==> src/rtl/au_chain_scheduler.sv <==
// au_chain_scheduler
// Paces audio samples from the interface stream into the LPF->HPF cascade.
// One sample is released per programmable tick. A credit counter, fed by the
// cascade output handshake, limits how many samples are in flight. Underrun,
// overrun and late-issue events are counted and raise a one-cycle interrupt.
//
// Ports
//   clk_i, rst_i                  clock, synchronous active-high reset
//   enable_i, div_i, clear_i      control: enable, tick period minus 1, counter clear
//   src_data_i/valid_i/ready_o    source stream (ready_o is the accept strobe)
//   chain_data_o/valid_o/ready_i  stream into the cascade
//   ret_valid_i, ret_ready_i      cascade output handshake (observed only)
//   in_flight_o                   samples currently inside the cascade
//   sample/underrun/overrun/late_cnt_o  saturating event counters
//   irq_o                         registered pulse after any error event
module au_chain_scheduler #(
    parameter int DataWidth   = 32,
    parameter int DivWidth    = 16,
    parameter int MaxInFlight = 4,
    parameter int CntWidth    = 16,
    localparam int IfWidth    = $clog2(MaxInFlight + 1)
) (
    input  logic                 clk_i,
    input  logic                 rst_i,
    input  logic                 enable_i,
    input  logic [DivWidth-1:0]  div_i,
    input  logic                 clear_i,
    input  logic [DataWidth-1:0] src_data_i,
    input  logic                 src_valid_i,
    output logic                 src_ready_o,
    output logic [DataWidth-1:0] chain_data_o,
    output logic                 chain_valid_o,
    input  logic                 chain_ready_i,
    input  logic                 ret_valid_i,
    input  logic                 ret_ready_i,
    output logic [IfWidth-1:0]   in_flight_o,
    output logic [CntWidth-1:0]  sample_cnt_o,
    output logic [CntWidth-1:0]  underrun_cnt_o,
    output logic [CntWidth-1:0]  overrun_cnt_o,
    output logic [CntWidth-1:0]  late_cnt_o,
    output logic                 irq_o
);

    typedef enum logic [1:0] {ST_IDLE, ST_WAIT, ST_ISSUE} state_t;

    localparam logic [IfWidth-1:0] IfMax = IfWidth'(MaxInFlight);

    // Event vector index: 0 sample issued, 1 underrun, 2 overrun, 3 late
    localparam int NumCnt = 4;

    state_t                 state_q;
    logic [DivWidth-1:0]    tick_cnt_q;
    logic [DataWidth-1:0]   data_q;
    logic [IfWidth-1:0]     in_flight_q;
    logic [IfWidth-1:0]     in_flight_d;
    logic                   irq_q;

    logic                   running;
    logic                   tick;
    logic                   credits_full;
    logic                   accept;
    logic                   chain_hs;
    logic                   ret_hs;
    logic [NumCnt-1:0]      events;
    logic [NumCnt*CntWidth-1:0] cnt_flat;

    // The divider only advances while enabled and out of IDLE, so leaving IDLE
    // always starts a fresh period from 0.
    assign running      = enable_i && (state_q != ST_IDLE);
    assign tick         = running && (tick_cnt_q == div_i);
    assign credits_full = (in_flight_q == IfMax);
    assign accept       = (state_q == ST_WAIT) && tick && !credits_full && src_valid_i;
    assign chain_hs     = (state_q == ST_ISSUE) && chain_ready_i;
    // A return while nothing is in flight is ignored.
    assign ret_hs       = ret_valid_i && ret_ready_i && (in_flight_q != '0);

    assign events[0] = chain_hs;
    assign events[1] = (state_q == ST_WAIT) && tick && !credits_full && !src_valid_i;
    assign events[2] = (state_q == ST_WAIT) && tick && credits_full;
    assign events[3] = (state_q == ST_ISSUE) && tick && !chain_hs;

    always_comb begin
        in_flight_d = in_flight_q;
        case ({chain_hs, ret_hs})
            2'b10:   in_flight_d = in_flight_q + IfWidth'(1);
            2'b01:   in_flight_d = in_flight_q - IfWidth'(1);
            default: in_flight_d = in_flight_q;
        endcase
    end

    always_ff @(posedge clk_i) begin
        if (rst_i) begin
            state_q     <= ST_IDLE;
            tick_cnt_q  <= '0;
            data_q      <= '0;
            in_flight_q <= '0;
            irq_q       <= 1'b0;
        end else begin
            in_flight_q <= in_flight_d;
            irq_q       <= |events[3:1];

            if (!running || tick) begin
                tick_cnt_q <= '0;
            end else begin
                tick_cnt_q <= tick_cnt_q + DivWidth'(1);
            end

            if (accept) begin
                data_q <= src_data_i;
            end

            case (state_q)
                ST_IDLE: begin
                    if (enable_i) state_q <= ST_WAIT;
                end
                ST_WAIT: begin
                    if (!enable_i)   state_q <= ST_IDLE;
                    else if (accept) state_q <= ST_ISSUE;
                end
                ST_ISSUE: begin
                    // Valid is never withdrawn; enable only picks the state after the handshake.
                    if (chain_hs) state_q <= enable_i ? ST_WAIT : ST_IDLE;
                end
                default: state_q <= ST_IDLE;
            endcase
        end
    end

    // Saturating event counters; clear has priority over a coincident increment.
    generate
        for (genvar gi = 0; gi < NumCnt; gi++) begin : g_cnt
            logic [CntWidth-1:0] cnt_q;
            logic [CntWidth-1:0] cnt_d;

            always_comb begin
                cnt_d = cnt_q;
                if (clear_i) begin
                    cnt_d = '0;
                end else if (events[gi] && (cnt_q != '1)) begin
                    cnt_d = cnt_q + CntWidth'(1);
                end
            end

            always_ff @(posedge clk_i) begin
                if (rst_i) begin
                    cnt_q <= '0;
                end else begin
                    cnt_q <= cnt_d;
                end
            end

            assign cnt_flat[gi*CntWidth +: CntWidth] = cnt_q;
        end
    endgenerate

    assign src_ready_o    = accept;
    assign chain_valid_o  = (state_q == ST_ISSUE);
    assign chain_data_o   = data_q;
    assign in_flight_o    = in_flight_q;
    assign irq_o          = irq_q;
    assign sample_cnt_o   = cnt_flat[0*CntWidth +: CntWidth];
    assign underrun_cnt_o = cnt_flat[1*CntWidth +: CntWidth];
    assign overrun_cnt_o  = cnt_flat[2*CntWidth +: CntWidth];
    assign late_cnt_o     = cnt_flat[3*CntWidth +: CntWidth];

endmodule
==> config.mk <==
export PLATFORM = sky130hd
export DESIGN_NAME = au_chain_scheduler
export DESIGN_NICKNAME = d
export VERILOG_FILES = /design/src/rtl/au_chain_scheduler.sv
export SDC_FILE = /design/constraint.sdc
export NUM_CORES = 1
export LEC_CHECK = 0
export CAP_MARGIN = 20
export CORE_MARGIN = 3
export CORE_UTILIZATION = 45
export DETAILED_ROUTE_END_ITERATION = 8
export PLACE_DENSITY = 0.76
export SKIP_CTS_REPAIR_TIMING = 1
export SYNTH_ARGS = -nofsm -noshare
export SYNTH_HDL_FRONTEND = slang
export SYNTH_SLANG_ARGS = --single-unit
export TNS_END_PERCENT = 10
==> constraint.sdc <==
create_clock -name clk_i -period 4.35 [get_ports clk_i]
set_input_delay 1.305 -clock clk_i [delete_from_list [all_inputs] [get_ports clk_i]]
set_output_delay 1.305 -clock clk_i [all_outputs]
set_load 0.02 [all_outputs]
==> qor.yml <==
floorplan:
  rows: 39
  pin_count: 158
  die_y_um: 115
  die_area_um2: 13200
  core-area_um2: 11500
  die_x_um: 115
  initial_core_util_pct: 46.4
clocking:
  clock_path_buffers: 2
  clk_latency_ps: 410
  cts_buffers: 17
  cts_sinks: 118
  path_clk_slew_ps: 50
  cts_tree: "done"
  cts-root-buf: "clkbuf_16"
  htree_levels: 4
worst_setup_path:
  endpoint_kind: "output pin"
  critPathSlowestCell: "clkdlybuf4s50_1"
  setup.worst_path.class: "input pin to output pin"
  required_ps: 3040
  critPathLaunchType: "input pin"
  reg2reg_slack_ps: 1780
  r2r_cells: 8
  reg2reg_from: "tick_cnt_q[7]$_SDFF_PP0_"
  worst_r2r_endpoint: "underrun_cnt_o[15]$_SDFFE_PP0P_"
  crit_chain: "clkdlybuf4s50_1 -> xor2_1 -> nor4_2 -> nand4_1 -> or3_4 -> inv_2 -> buf_4"
  crit_arrival_ps: 3000
  worstPathMaxFanout: 2
  max_stage_delay_ps: 420
logic_synthesis:
  ys.flop_type: "dfxtp_1"
  avgSynthCellArea_um2: 8.34
  synth_edf_count: 0
  syn_nets: 700
  synthArstFlopShare_pct: 0
  ys_seq_elements: 118
  synth_cells: 637
  yosysSeqAreaShare_pct: 44.4
  ys_types: 50
  syn_area_um2: 5320
  yosys.area.top_type_share_pct: 44.4
  synth_top_area_cell: "dfxtp_1"
  ys_top_cells_by_area: "dfxtp_1 44%, nand2_1 7.3%, xor2_1 6.4%, a21oi_1 5.3%, nor2_1 4.9%"
  yosysWarnings: 0
hold_path:
  hp-start: "chain_data_o[25]$_SDFFE_PP0P_"
  hold_depth: 2
  min_path_type: "flop to flop"
  holdPathEnd: "chain_data_o[25]$_SDFFE_PP0P_"
placed_design:
  detailed_place.area_um2: 7040
  post-dp-hpwl_um: 10200
  place.gp.congestion: 0.832
  portBuffers: 157
detailed_routing:
  viasPerCell: 5.35
  wl_per_cell_um: 14.9
  drcViolationCount: 0
  dr.pass1.iters: 4
  vias: 5108
  postRouteAntennaNets: 0
  drt_iter0_drc: 370
  routed_wl_um: 14200
sta:
  worst_slew_pin_slew_ps: 720
  setup_viol: 0
  holdWs_ps: 450
  drv_slew: 0
  skew_ps: 6.21
  max_freq_ghz: 0.232
  hold_viol_final: 0
  finalCritPeriodShare_pct: 98.9
  final.min_clock_period_ps: 4300
  max_slew_margin_pct: 51.6
global_routing:
  grt_use_total_pct: 21.8
  grt_pass1_wl_um: 23200
  grt_max_degree: 43
  antenna_found_initial: 0
  grt_pass1_vias: 4889
  grt_overflow: 0
power_and_ir_drop:
  switching_share_pct: 20.0
  clkPwrFrac_pct: 52.5
  p_int_mw: 1.98
  peakVddDrop_mv: 0.251
  power_frac_seq_pct: 43.8
  power_density_nw_per_um2: 325
  p_comb_share_pct: 3.7
  switchingPower_mw: 0.495
  p_leak_nw: 2.62
cells_and_area:
  area_growth_pct: 43.3
  post-route-cell-area_um2: 7620
  diodes: 0
  nNetsFinal: 863
  drive_gt1_share_pct: 6.77
job:
  max_cap_viol_count: 0
outcome:
  status: "completed"
[worst max-delay path by stage]
stage                     startpoint          end  slack, ps  cells after the start
final                       div_i[5]  src_ready_o         50                      7
after global routing        div_i[1]  src_ready_o        -20                      7
after CTS                   div_i[9]  src_ready_o       -550                      7
after detailed placement    div_i[9]  src_ready_o       -530                      7
after global placement      div_i[9]  src_ready_o       -490                      7
after floorplan            div_i[15]  src_ready_o        140                      7
[sequential cells by signal (all words and copies together), names as in the netlist]
signal,cells
irq_o,1
overrun_cnt_o,16
underrun_cnt_o,16
state_q,2
in_flight_o,3
late_cnt_o,16
chain_data_o,32
tick_cnt_q,16
sample_cnt_o,16
[cells by family (layout without fill, tap and decap cells)]
kind of cell	count (synthesis)	in the layout	share of synthesized area [%]
multiplexers	8	8	1.51
AO/OA/AOI/OAI	97	97	10.6
adder cells (fa/ha/maj)	7	7	1.79
AND/OR/NAND/NOR	306	306	28.5
flip-flops	118	118	44.4
XOR/XNOR	60	60	9.89
buffers and inverters	41	216	3.27
[cells in the final DEF (no fill, tap or decap), types with 2 or more instances in the layout]
master,count
clkbuf_1,4
buf_4,14
a211o_1,2
o21ai_0,17
nand2_1,104
clkdlybuf4s50_1,155
and4_1,4
and3_1,13
clkbuf_8,8
a21oi_1,56
inv_1,14
nand2b_1,3
nor4_4,2
xor2_1,38
xnor2_1,21
or3_1,21
o31ai_1,5
clkbuf_16,17
nor3_1,10
nand4_1,18
ha_1,6
a31oi_1,4
o211a_1,2
nor4_2,2
dfxtp_1,118
or2_2,4
nor4_1,9
mux2i_1,8
nand3_1,26
nor2_1,69
nand3b_1,4
clkinv_2,2
or4_1,10
[routing by layer]
metal  routed length (µm)  share of wire, %  track usage (%)  up-vias
met5                    0                 0                0        -
met4                  382               2.7             11.1        0
met3                  891               6.3             6.34       31
met2                 7000                49             35.6      142
met1                 5930                42             25.9     2400
li1                     -                 -                -     2535
[through the flow]
step	TNS (ps)	power [mW]	setup slack [ps]	utilization (%)	std cells
final	0	2.48	47.9	66.4	955
after global routing	-22.2	2.56	-22.2	66.4	955
after CTS	-547	2.50	-547	66.3	954
after detailed placement	-528	1.20	-528	61.4	923
after global placement	-493	1.20	-493	61.4	923
after floorplan	0	1.13	142	-	637
[worst max-delay path: cells and delay by family]
kind | cells | cell delay, ps
xor gates and xnor gates | 1 | 150
and+or+nand+nor | 3 | 930
buffers and inverters | 3 | 620
[cell usage after synthesis (3+ instances only)]
library cell  instances
xor2_1               39
o31ai_1               5
and4_1                4
nand2_1             104
inv_1                14
nor2_1               69
and3_1               13
nand4_1              18
nor3_1               10
buf_2                 4
nand2b_1              3
nand3_1              26
dfxtp_1             118
a31oi_1               4
or4_1                10
nor4_1                9
ha_1                  6
clkbuf_1             19
mux2i_1               8
or3_1                22
or2_2                 4
a21oi_1              56
nand3b_1              4
o21ai_0              17
xnor2_1              21
[power groups by stage]
stage | Clock, mW | Combinational, mW | Sequential [mW]
finish | 1.30 | 0.0921 | 1.08
global route | 1.37 | 0.0989 | 1.08
CTS | 1.32 | 0.0921 | 1.08
detailed placement | 0 | 0.0915 | 1.11
global placement | 0 | 0.0896 | 1.11
floorplan | 0 | 0.0277 | 1.11
[area by class of cell]
class,count,area (µm²)
clock buffers,29,551
clock inverters,2,10.0
fillers,932,3850
inverters,15,56.3
multi-input cells,478,2790
flip-flops and latches,118,2360
well taps,143,179
repair buffers,170,1670
Power figures use the tool's default switching activity.
